## config.mk

```make
export PLATFORM = sky130hd
export DESIGN_NAME = run_sequencer
export DESIGN_NICKNAME = d
export VERILOG_FILES = /design/src/rtl/run_sequencer.sv
export SDC_FILE = /design/constraint.sdc
export NUM_CORES = 1
export LEC_CHECK = 0
export ABC_CLOCK_PERIOD_IN_PS = 5000
export CORE_MARGIN = 2
export CORE_UTILIZATION = 34
export DETAILED_ROUTE_END_ITERATION = 8
export HOLD_SLACK_MARGIN = 0.02
export PLACE_DENSITY = 0.63
export REMOVE_ABC_BUFFERS = 1
export SYNTH_ARGS = -nofsm -noshare
export SYNTH_HDL_FRONTEND = slang
export SYNTH_SLANG_ARGS = --single-unit
```

## constraint.sdc

```tcl
create_clock -name clk -period 5 [get_ports clk]
set_input_delay 0.75 -clock clk [delete_from_list [all_inputs] [get_ports clk]]
set_output_delay 0.75 -clock clk [all_outputs]
set_load 0.005 [all_outputs]
```

## src/rtl/run_sequencer.sv

```systemverilog
// Runs programs 0..NUM_PROGS-1 on a core back-to-back, timing each program's RUN phase.
// Latency: go -> LAUNCH next cycle; START_HOLD launch cycles; count_valid one cycle after core_done/timeout.
// Backpressure: none; go is only accepted in IDLE, core_done only observed in RUN.
module run_sequencer #(
  parameter int NUM_PROGS  = 3,
  parameter int START_HOLD = 2,
  parameter int TIMEOUT    = 4096
) (
  input  logic        clk,
  input  logic        reset,
  input  logic        go,
  input  logic        core_done,
  output logic        core_start,
  output logic [1:0]  prog_sel,
  output logic        busy,
  output logic        all_done,
  output logic        timeout_err,
  output logic [15:0] cycle_count,
  output logic        count_valid
);

  localparam int                HOLD_W    = (START_HOLD > 1) ? $clog2(START_HOLD) : 1;
  localparam logic [HOLD_W-1:0] HOLD_LAST = HOLD_W'(START_HOLD - 1);
  localparam logic [15:0]       CNT_LAST  = 16'(TIMEOUT - 1);
  localparam logic [15:0]       CNT_FULL  = 16'(TIMEOUT);
  localparam logic [1:0]        LAST_PROG = 2'(NUM_PROGS - 1);

  typedef enum logic [2:0] {
    S_IDLE,
    S_LAUNCH,
    S_RUN,
    S_NEXT,
    S_FINISH
  } state_t;

  state_t            state;
  state_t            state_nxt;
  logic [HOLD_W-1:0] hold_cnt;
  logic [15:0]       run_cnt;

  // The core's PC is held at the program entry in every state except RUN.
  assign core_start = (state != S_RUN);

  // State register.
  always_ff @(posedge clk) begin
    if (reset) begin
      state <= S_IDLE;
    end else begin
      state <= state_nxt;
    end
  end

  // Next-state decode; core_done beats the timeout when both occur together.
  always_comb begin
    state_nxt = state;
    case (state)
      S_IDLE:   if (go) state_nxt = S_LAUNCH;
      S_LAUNCH: if (hold_cnt == HOLD_LAST) state_nxt = S_RUN;
      S_RUN: begin
        if (core_done) begin
          state_nxt = S_NEXT;
        end else if (run_cnt == CNT_LAST) begin
          state_nxt = S_FINISH;
        end
      end
      S_NEXT:   state_nxt = (prog_sel == LAST_PROG) ? S_FINISH : S_LAUNCH;
      S_FINISH: state_nxt = S_IDLE;
      default:  state_nxt = S_IDLE;
    endcase
  end

  // Counters, program index and status flags, updated alongside the state.
  always_ff @(posedge clk) begin
    if (reset) begin
      hold_cnt    <= '0;
      run_cnt     <= '0;
      prog_sel    <= '0;
      busy        <= 1'b0;
      all_done    <= 1'b0;
      timeout_err <= 1'b0;
      cycle_count <= '0;
      count_valid <= 1'b0;
    end else begin
      count_valid <= 1'b0;
      case (state)
        S_IDLE: begin
          if (go) begin
            prog_sel    <= '0;
            all_done    <= 1'b0;
            timeout_err <= 1'b0;
            busy        <= 1'b1;
            hold_cnt    <= '0;
          end
        end
        S_LAUNCH: begin
          if (hold_cnt == HOLD_LAST) begin
            run_cnt  <= '0;
            hold_cnt <= '0;
          end else begin
            hold_cnt <= hold_cnt + HOLD_W'(1);
          end
        end
        S_RUN: begin
          if (core_done) begin
            cycle_count <= run_cnt;
            count_valid <= 1'b1;
          end else if (run_cnt == CNT_LAST) begin
            // Abort the whole sequence; prog_sel keeps pointing at the culprit.
            timeout_err <= 1'b1;
            cycle_count <= CNT_FULL;
            count_valid <= 1'b1;
          end else begin
            run_cnt <= run_cnt + 16'd1;
          end
        end
        S_NEXT: begin
          if (prog_sel != LAST_PROG) begin
            prog_sel <= prog_sel + 2'd1;
            hold_cnt <= '0;
          end
        end
        S_FINISH: begin
          busy     <= 1'b0;
          all_done <= 1'b1;
        end
        default: ;
      endcase
    end
  end

endmodule

```

==> results of run 1 <==
-- critical path: cells and delay by family, from the launching register on --
kind | cells | cell delay (ns)
DFF | 1 | 0.53
buffers and inverters | 2 | 0.68
and+or+nand+nor | 1 | 0.49
-- cells by family (layout without fill, tap and decap cells) --
family	after synthesis	after routing	synth area share, %
AO/OA/AOI/OAI	67	67	23.9
adder cells (fa/ha/maj)	2	2	1.26
buffers and inverters	25	47	4.99
flip-flops	42	42	42.5
multiplexers	2	2	1.01
AND/OR/NAND/NOR	89	89	26.4
-- per-stage QoR --
| step | instance area (sq um) | utilization, % | total power [W] |
|---|---|---|---|
| finish | 2380 | 42.8 | 0.000601 |
| global route | 2380 | 42.8 | 0.000628 |
| CTS | 2380 | 42.8 | 0.000608 |
| detailed placement | 2290 | 41.2 | 0.000387 |
| global placement | 2290 | 41.2 | 0.000386 |
| floorplan | 1910 | - | 0.000369 |
-- cell usage after synthesis (4+ instances only) --
cell                       number
sky130_fd_sc_hd__o21ai_0        7
sky130_fd_sc_hd__nor3_1         6
sky130_fd_sc_hd__nand2b_1       8
sky130_fd_sc_hd__inv_1          9
sky130_fd_sc_hd__or4_1          6
sky130_fd_sc_hd__o211ai_1       6
sky130_fd_sc_hd__nor2_1        12
sky130_fd_sc_hd__a31oi_1        6
sky130_fd_sc_hd__or3_1          4
sky130_fd_sc_hd__a22o_1        12
sky130_fd_sc_hd__nand3_1        9
sky130_fd_sc_hd__clkbuf_1      12
sky130_fd_sc_hd__a21oi_1       15
sky130_fd_sc_hd__nand4_1        6
sky130_fd_sc_hd__nand2_1       14
sky130_fd_sc_hd__buf_2          4
sky130_fd_sc_hd__dfxtp_1       42
sky130_fd_sc_hd__nor2b_1        7
-- path summary, 6_finish.rpt --
path / start / end / slack [ns] / cells past startpoint
min: cycle_count[12] / cycle_count[12] / 0.46 / 2
max reg2reg: state[1] / run_cnt[7] / 2.68 / 4
min reg2reg: cycle_count[12] / cycle_count[12] / 0.46 / 2
max: state[1] / core_start / 2.25 / 3
-- layout by cell type (no fill, tap or decap), drive strengths merged, types with 5 or more instances in the layout --
master         count
dfxtp             42
nand4              6
nor2              12
nand3              9
or4                7
a31oi              6
o21ai              8
nor3               6
a22o              12
clkbuf             5
o211ai             6
inv                9
nand2b             8
a21oi             15
nand2             14
nor2b              7
clkdlybuf4s50     26
-- power breakdown --
part,internal [W],switching [W]
combinational,0.0000145,0.0000200
sequential,0.000338,0.00000653
clock,0.0000981,0.000125
-- sequential cells by signal, indices dropped and copies added, names as in the netlist --
| register | cells |
|---|---|
| cycle_count | 16 |
| run_cnt | 16 |
| state | 3 |
| prog_sel | 2 |
| all_done | 1 |
| busy | 1 |
| count_valid | 1 |
| hold_cnt | 1 |
| timeout_err | 1 |
-- layout make-up --
cell class,instances,share of cell area [%]
multi-input combinational,160,43.6
sequential,42,35.3
timing repair buffer,30,12.2
tap,72,3.78
clock buffer,5,2.89
inverter,9,1.42
clock inverter,3,0.892
-- routing by layer --
metal  vias to the layer above  share of wire (%)
li1                        888                  -
met1                       832                 49
met2                        48                 45
met3                         6                5.3
met4                         0                1.3
met5                         -                  0
==> results.txt, run 1 <==
----------------------------------------------------
[Status]
  Run status ... completed

[Route]
  Antenna Violating Nets Remaining ... 0
  Routed via count ... 1774
  Average wire per cell in the routed design ... 13.9 microns
  DRC errors left ... 0
  Via density ... 5.53
  Drt initial violations ... 129
  Total wire length ... 4.47 mm
  Total iterations of the first detailed-routing run ... 4

[Clock network]
  Number of buffers created by CTS ... 5
  Sinks on the clock net ... 42
  Hold-fix buffer count after cts ... 0
  CTS resizes ... 0
  Clock Path Buffers ... 2
  CTS tree ... built
  Root Buffer Master ... sky130_fd_sc_hd__clkbuf_8
  H-Tree Depth ... 2
  Clock slew seen by the registers of the worst setup and hold paths ... 0.09 ns
  Post-CTS setup repair buffer count ... 0
  Skew-Pair Late Insertion Delay ... 0.31 ns

[Logic synthesis]
  Yosys warning count ... 0
  Count of flip-flops with a built-in enable after synthesis ... 0
  Per-instance average area after synthesis ... 8.72 sq um
  Register area share after synthesis ... 42.5%
  Post-Synthesis Cell Area ... 1980 sq um
  Count of unique library cells instantiated by Yosys ... 47
  Share of Yosys cell area claimed by the top area cell type ... 42.5%
  Area contributors post-synth ... sky130_fd_sc_hd__dfxtp_1 (42%), sky130_fd_sc_hd__a22o_1 (5.3%), sky130_fd_sc_hd__a21oi_1 (3.8%), sky130_fd_sc_hd__nand2_1 (2.7%), sky130_fd_sc_hd__nand2b_1 (2.5%)
  Cell taking the most area after synthesis ... sky130_fd_sc_hd__dfxtp_1
  Cell count after synthesis ... 227
  Post-synth top flop ... sky130_fd_sc_hd__dfxtp_1
  Synthesized flop and latch total ... 42
  Async set-or-reset flop fraction in the synthesized netlist ... 0%

[Setup path]
  Cell type of the slowest stage on the worst timing path ... sky130_fd_sc_hd__dfxtp_1
  Classification of the worst setup path ... register to output port
  Worst Setup End Kind ... output port
  Data required time at the worst endpoint ... 4.25 ns
  Max Fanout on Critical Path ... 13
  CP Data Arrival Time ... 2.00 ns
  Critical Path, Cell by Cell ... nor3b_2 > inv_1 > clkdlybuf4s50_1
  Longest individual stage delay on the worst path ... 0.53 ns
  Worst Setup Start Kind ... register

[Global route]
  Number of antenna violations at the first check in global routing ... 0
  Gr busiest metal ... met2
  Wire length of the first global-routing pass ... 7.52 mm
  GR Util met3 ... ~3.8%
  Total track usage ... 14.8%
  Aggregate global routing overflow ... 0
  Pin count of the biggest net entering global routing ... 36
  Global routing met1 resource utilization ... approximately a fifth
  Number of global-route vias before repair ... 1600
  Met2 layer usage reported by global route ... 23.8%

[Die]
  Std-Cell Rows ... 27
  Effective utilization at floorplan ... about 36%
  Area of the die ... 6450 sq um
  Die Ht ... between 80 and 90 microns
  Number of top-level design ports ... 27
  Width of the die ... 80.3 microns
  Area of the core ... 5570 sq um

[STA]
  Worst hold slack ... 0.463 ns
  Maximum operating frequency ... 0.363 GHz
  Final critical path time including I/O delays and setup ... 2.75 ns
  Final Cycle Share ... between 50 and 60%
  Final Setup Violations ... 0
  Hold violation count in the final report ... 0
  Final sum of negative setup slack ... 0 ns
  Max-slew headroom at the worst pin ... 34.8%
  Unrepaired setup endpoints after global routing ... no
  Slew of the pin with the lowest slew margin ... between 0.9 and 1 ns
  Worst Setup Slack, final ... 2.25 ns
  Final worst clock skew ... 0.0119 ns
  Number of max-slew violations in the final report ... 0

[Finish]
  Relative area change from synthesis to final layout ... 20.5%
  Share of layout cells above drive strength 1 ... 8.03%
  Final net count ... roughly 250
  Register cell area after layout ... 841 sq um
  Filler-free cell count of the finished design ... between 300 and 400
  Area used by multi-input combinational logic ... 1040 sq um
  Antenna diodes ... 0
  # fillers ... between 500 and 600

[Place]
  Placer Congestion ... just under 0.9
  Input/output buffers ... 26
  Post-DP HPWL ... about 3.0 mm
  # placed instances ... roughly 310
  Post-Place Worst Slack ... 2.33 ns

[Power and ir drop]
  Power per cell area ... 252 nW/um^2
  Leakage ... 0.737 nW
  Worst-case vdd ir drop ... 0.119 mV

[Min path]
  Worst min-delay path class ... register to register

[Flow run]
  Max_cap viols ... 0

----------------------------------------------------
Power figures use the tool's default switching activity.
==> inputs of run 2 (changes only) <==
--- a/config.mk
+++ b/config.mk
@@ -5,12 +5,12 @@
 export SDC_FILE = /design/constraint.sdc
 export NUM_CORES = 1
 export LEC_CHECK = 0
-export ABC_CLOCK_PERIOD_IN_PS = 5000
+export ABC_CLOCK_PERIOD_IN_PS = 2500
 export CORE_MARGIN = 2
 export CORE_UTILIZATION = 34
 export DETAILED_ROUTE_END_ITERATION = 8
 export HOLD_SLACK_MARGIN = 0.02
-export PLACE_DENSITY = 0.63
+export PLACE_DENSITY = 0.65
 export REMOVE_ABC_BUFFERS = 1
 export SYNTH_ARGS = -nofsm -noshare
 export SYNTH_HDL_FRONTEND = slang
==> constraint.sdc (replaced) <==
create_clock -name clk -period 2.5 [get_ports clk]
set_input_delay 0.375 -clock clk [delete_from_list [all_inputs] [get_ports clk]]
set_output_delay 0.375 -clock clk [all_outputs]
set_load 0.005 [all_outputs]
==> run 2 against run 1 <==
  * Clock skew is 0.0063 ns lower
  * First-iteration DRC count down 0.78%
  * Total power increased by 100%
  * Hold slack is essentially flat
  * Count of clock-buffer cells in the layout stayed put
==> results.txt, run 2 (synthesis gave the netlist of run 1 again) <==
----------------------------------------------------
[Setup path]
  Longest individual stage delay on the worst path ... 0.78 ns
  Launching element of the worst setup path ... run_cnt[0]
  Data required time at the worst endpoint ... between 2 and 3 ns
  Critical Path, Cell by Cell ... ha_1 > nand4_1 > or4_1 > a21oi_1 > o21ai_0
  Worst Setup End Kind ... register
  Critical Path Stages ... 5
  Worst Reg-to-Reg Cells ... 5
  Crit-path leading delay family ... simple AND/OR/NAND/NOR gates
  Worst Setup Start Kind ... register
  Cell type of the slowest stage on the worst timing path ... sky130_fd_sc_hd__or4_1
  Endpoint of the worst-slack reg-to-reg timing path ... cycle_count[11]
  Max Fanout on Critical Path ... 9
  Setup crit end ... cycle_count[11]
  CP Data Arrival Time ... 2.45 ns
  Reg2Reg Setup Slack ... 0.23 ns
  CP Buf/Inv Count ... 0
  Classification of the worst setup path ... register to register
  Startpoint of the lowest-slack register-to-register path ... run_cnt[0]

[Place]
  # placed instances ... 322
  Input/output buffers ... 26
  Post-Place Worst Slack ... 0.237 ns
  Post-DP HPWL ... around 3.3 mm
  Placer Congestion ... just over 0.9

[Global route]
  Number of global-route vias before repair ... 1752
  Wire length of the first global-routing pass ... 8.25 mm
  Aggregate global routing overflow ... 0
  Number of antenna violations at the first check in global routing ... 0
  Pin count of the biggest net entering global routing ... 21
  Total track usage ... 16.2%

[Clock network]
  Clock slew seen by the registers of the worst setup and hold paths ... 0.09 ns
  H-Tree Depth ... 2
  Number of buffers created by CTS ... 5
  CTS tree ... built
  Clock Path Buffers ... 2
  Sinks on the clock net ... 42
  Skew-Pair Late Insertion Delay ... 0.30 ns
  Root Buffer Master ... sky130_fd_sc_hd__clkbuf_8
  Post-CTS setup repair buffer count ... 0
  CTS resizes ... 0
  Hold-fix buffer count after cts ... 0

[STA]
  Number of max-slew violations in the final report ... 0
  Final worst clock skew ... 0.00560 ns
  Final critical path time including I/O delays and setup ... 2.27 ns
  Final Cycle Share ... 91.0%
  Slew of the pin with the lowest slew margin ... 1.01 ns
  Worst hold slack ... approximately 0.46 ns
  Max-slew headroom at the worst pin ... around a third
  Unrepaired setup endpoints after global routing ... no
  Worst Setup Slack, final ... between 0.2 and 0.25 ns
  Final Setup Violations ... 0
  Hold violation count in the final report ... 0
  Maximum operating frequency ... 0.440 GHz
  Final sum of negative setup slack ... 0 ns

[Finish]
  Leading cell type in the layout, fill and taps excluded ... sky130_fd_sc_hd__dfxtp_1
  Antenna diodes ... 0
  Filler-free cell count of the finished design ... 330
  Share of layout cells above drive strength 1 ... 11.2%
  Final net count ... 263
  Commonest non-fill, non-tap cells in the layout ... sky130_fd_sc_hd__dfxtp_1 (42), sky130_fd_sc_hd__clkdlybuf4s50_1 (26), sky130_fd_sc_hd__a21oi_1 (15), sky130_fd_sc_hd__nand2_1 (14), sky130_fd_sc_hd__buf_4 (13)
  Relative area change from synthesis to final layout ... 24.1%
  Registers with the highest flip-flop counts ... cycle_count: 16 flops, run_cnt: 16 flops, state: 3 flops

[Route]
  Antenna Violating Nets Remaining ... 0
  Average wire per cell in the routed design ... 14.4 microns
  Via density ... between 5 and 6
  Total wire length ... 4.74 mm
  DRC errors left ... 0
  Routed via count ... 1831
  Total iterations of the first detailed-routing run ... 4
  Drt initial violations ... around 130

[Power and ir drop]
  Internal power consumption ... 0.000913 W
  Comb power frac ... 6.6%
  Worst-case vdd ir drop ... between 0.2 and 0.3 mV
  Switching Share ... 25.8%
  Relative contribution of the clock network to total power ... 37.7%
  Net switching component of the power ... 0.000317 W
  Flop pwr share ... between 50% and 60%
  PnR Total Power ... approximately 0.0012 W
  Power per cell area ... 501 nW/um^2
  Leakage ... 0.781 nW

[Die]
  Die Ht ... 80.3 microns
  Std-Cell Rows ... 27
  Area of the core ... 5570 sq um
  Area of the die ... 6450 sq um
  Effective utilization at floorplan ... 35.5%
  Number of top-level design ports ... 27
  Width of the die ... 80.3 microns

[Status]
  Run status ... completed

[Min path]
  Worst min-delay path class ... register to register

[Flow run]
  Max_cap viols ... 0

----------------------------------------------------
run 2: power by group through the flow:
stage / Combinational [W] / Clock [W] / Sequential, W
after detailed placement: 0.0000825 / 0 / 0.000700
after floorplan: 0.0000376 / 0 / 0.000701
after global placement: 0.0000820 / 0 / 0.000700
after CTS: 0.0000827 / 0.000484 / 0.000685
final: 0.0000816 / 0.000464 / 0.000685
after global routing: 0.0000913 / 0.000507 / 0.000686
run 2: how the worst min path moves through the flow:
stage	from	to	slack [ns]	cells past startpoint
after floorplan	cycle_count[12]	cycle_count[12]	0.44	2
after global placement	cycle_count[12]	cycle_count[12]	0.45	2
after detailed placement	cycle_count[12]	cycle_count[12]	0.45	2
after CTS	cycle_count[12]	cycle_count[12]	0.47	2
after global routing	cycle_count[12]	cycle_count[12]	0.49	2
final	cycle_count[12]	cycle_count[12]	0.46	2
run 2: layout make-up:
type	count	area [sq um]
Fill cell	560	3120
Tap cell	72	90.1
Multi-Input combinational cell	160	1040
Timing Repair Buffer	39	358
Inverter	9	33.8
Clock buffer	5	68.8
Sequential cell	42	841
Clock inverter	3	25.0
run 2: stage by stage:
stage	utilization [%]	area (sq um)
3_3_place_gp	42.4	2360
5_1_grt	44.1	2460
2_1_floorplan	-	1910
4_1_cts	44.1	2460
3_5_place_dp	42.4	2360
6_report	44.1	2460
run 2: tightest hold or removal path, cell delays in order (launching register included):
cell,delay (ns)
sky130_fd_sc_hd__dfxtp_1,0.32
sky130_fd_sc_hd__inv_1,0.05
sky130_fd_sc_hd__a211oi_1,0.06
run 2: per-layer routing:
| layer | wire [microns] | global-route usage (%) | vias to the layer above |
|---|---|---|---|
| met4 | 46 | 4.58 | 0 |
| met5 | 0 | 0 | - |
| met3 | 238 | 3.60 | 6 |
| met1 | 2270 | 21.6 | 860 |
| li1 | - | - | 909 |
| met2 | 2190 | 26.3 | 56 |
==> inputs of run 3 (changes only) <==
--- a/config.mk
+++ b/config.mk
@@ -12,6 +12,8 @@
 export HOLD_SLACK_MARGIN = 0.02
 export PLACE_DENSITY = 0.65
 export REMOVE_ABC_BUFFERS = 1
+export SKIP_LAST_GASP = 1
+export SLEW_MARGIN = 10
 export SYNTH_ARGS = -nofsm -noshare
 export SYNTH_HDL_FRONTEND = slang
 export SYNTH_SLANG_ARGS = --single-unit
==> results of run 3 <==
No change in the layout: final DEF, timing and power equal those of run 2.
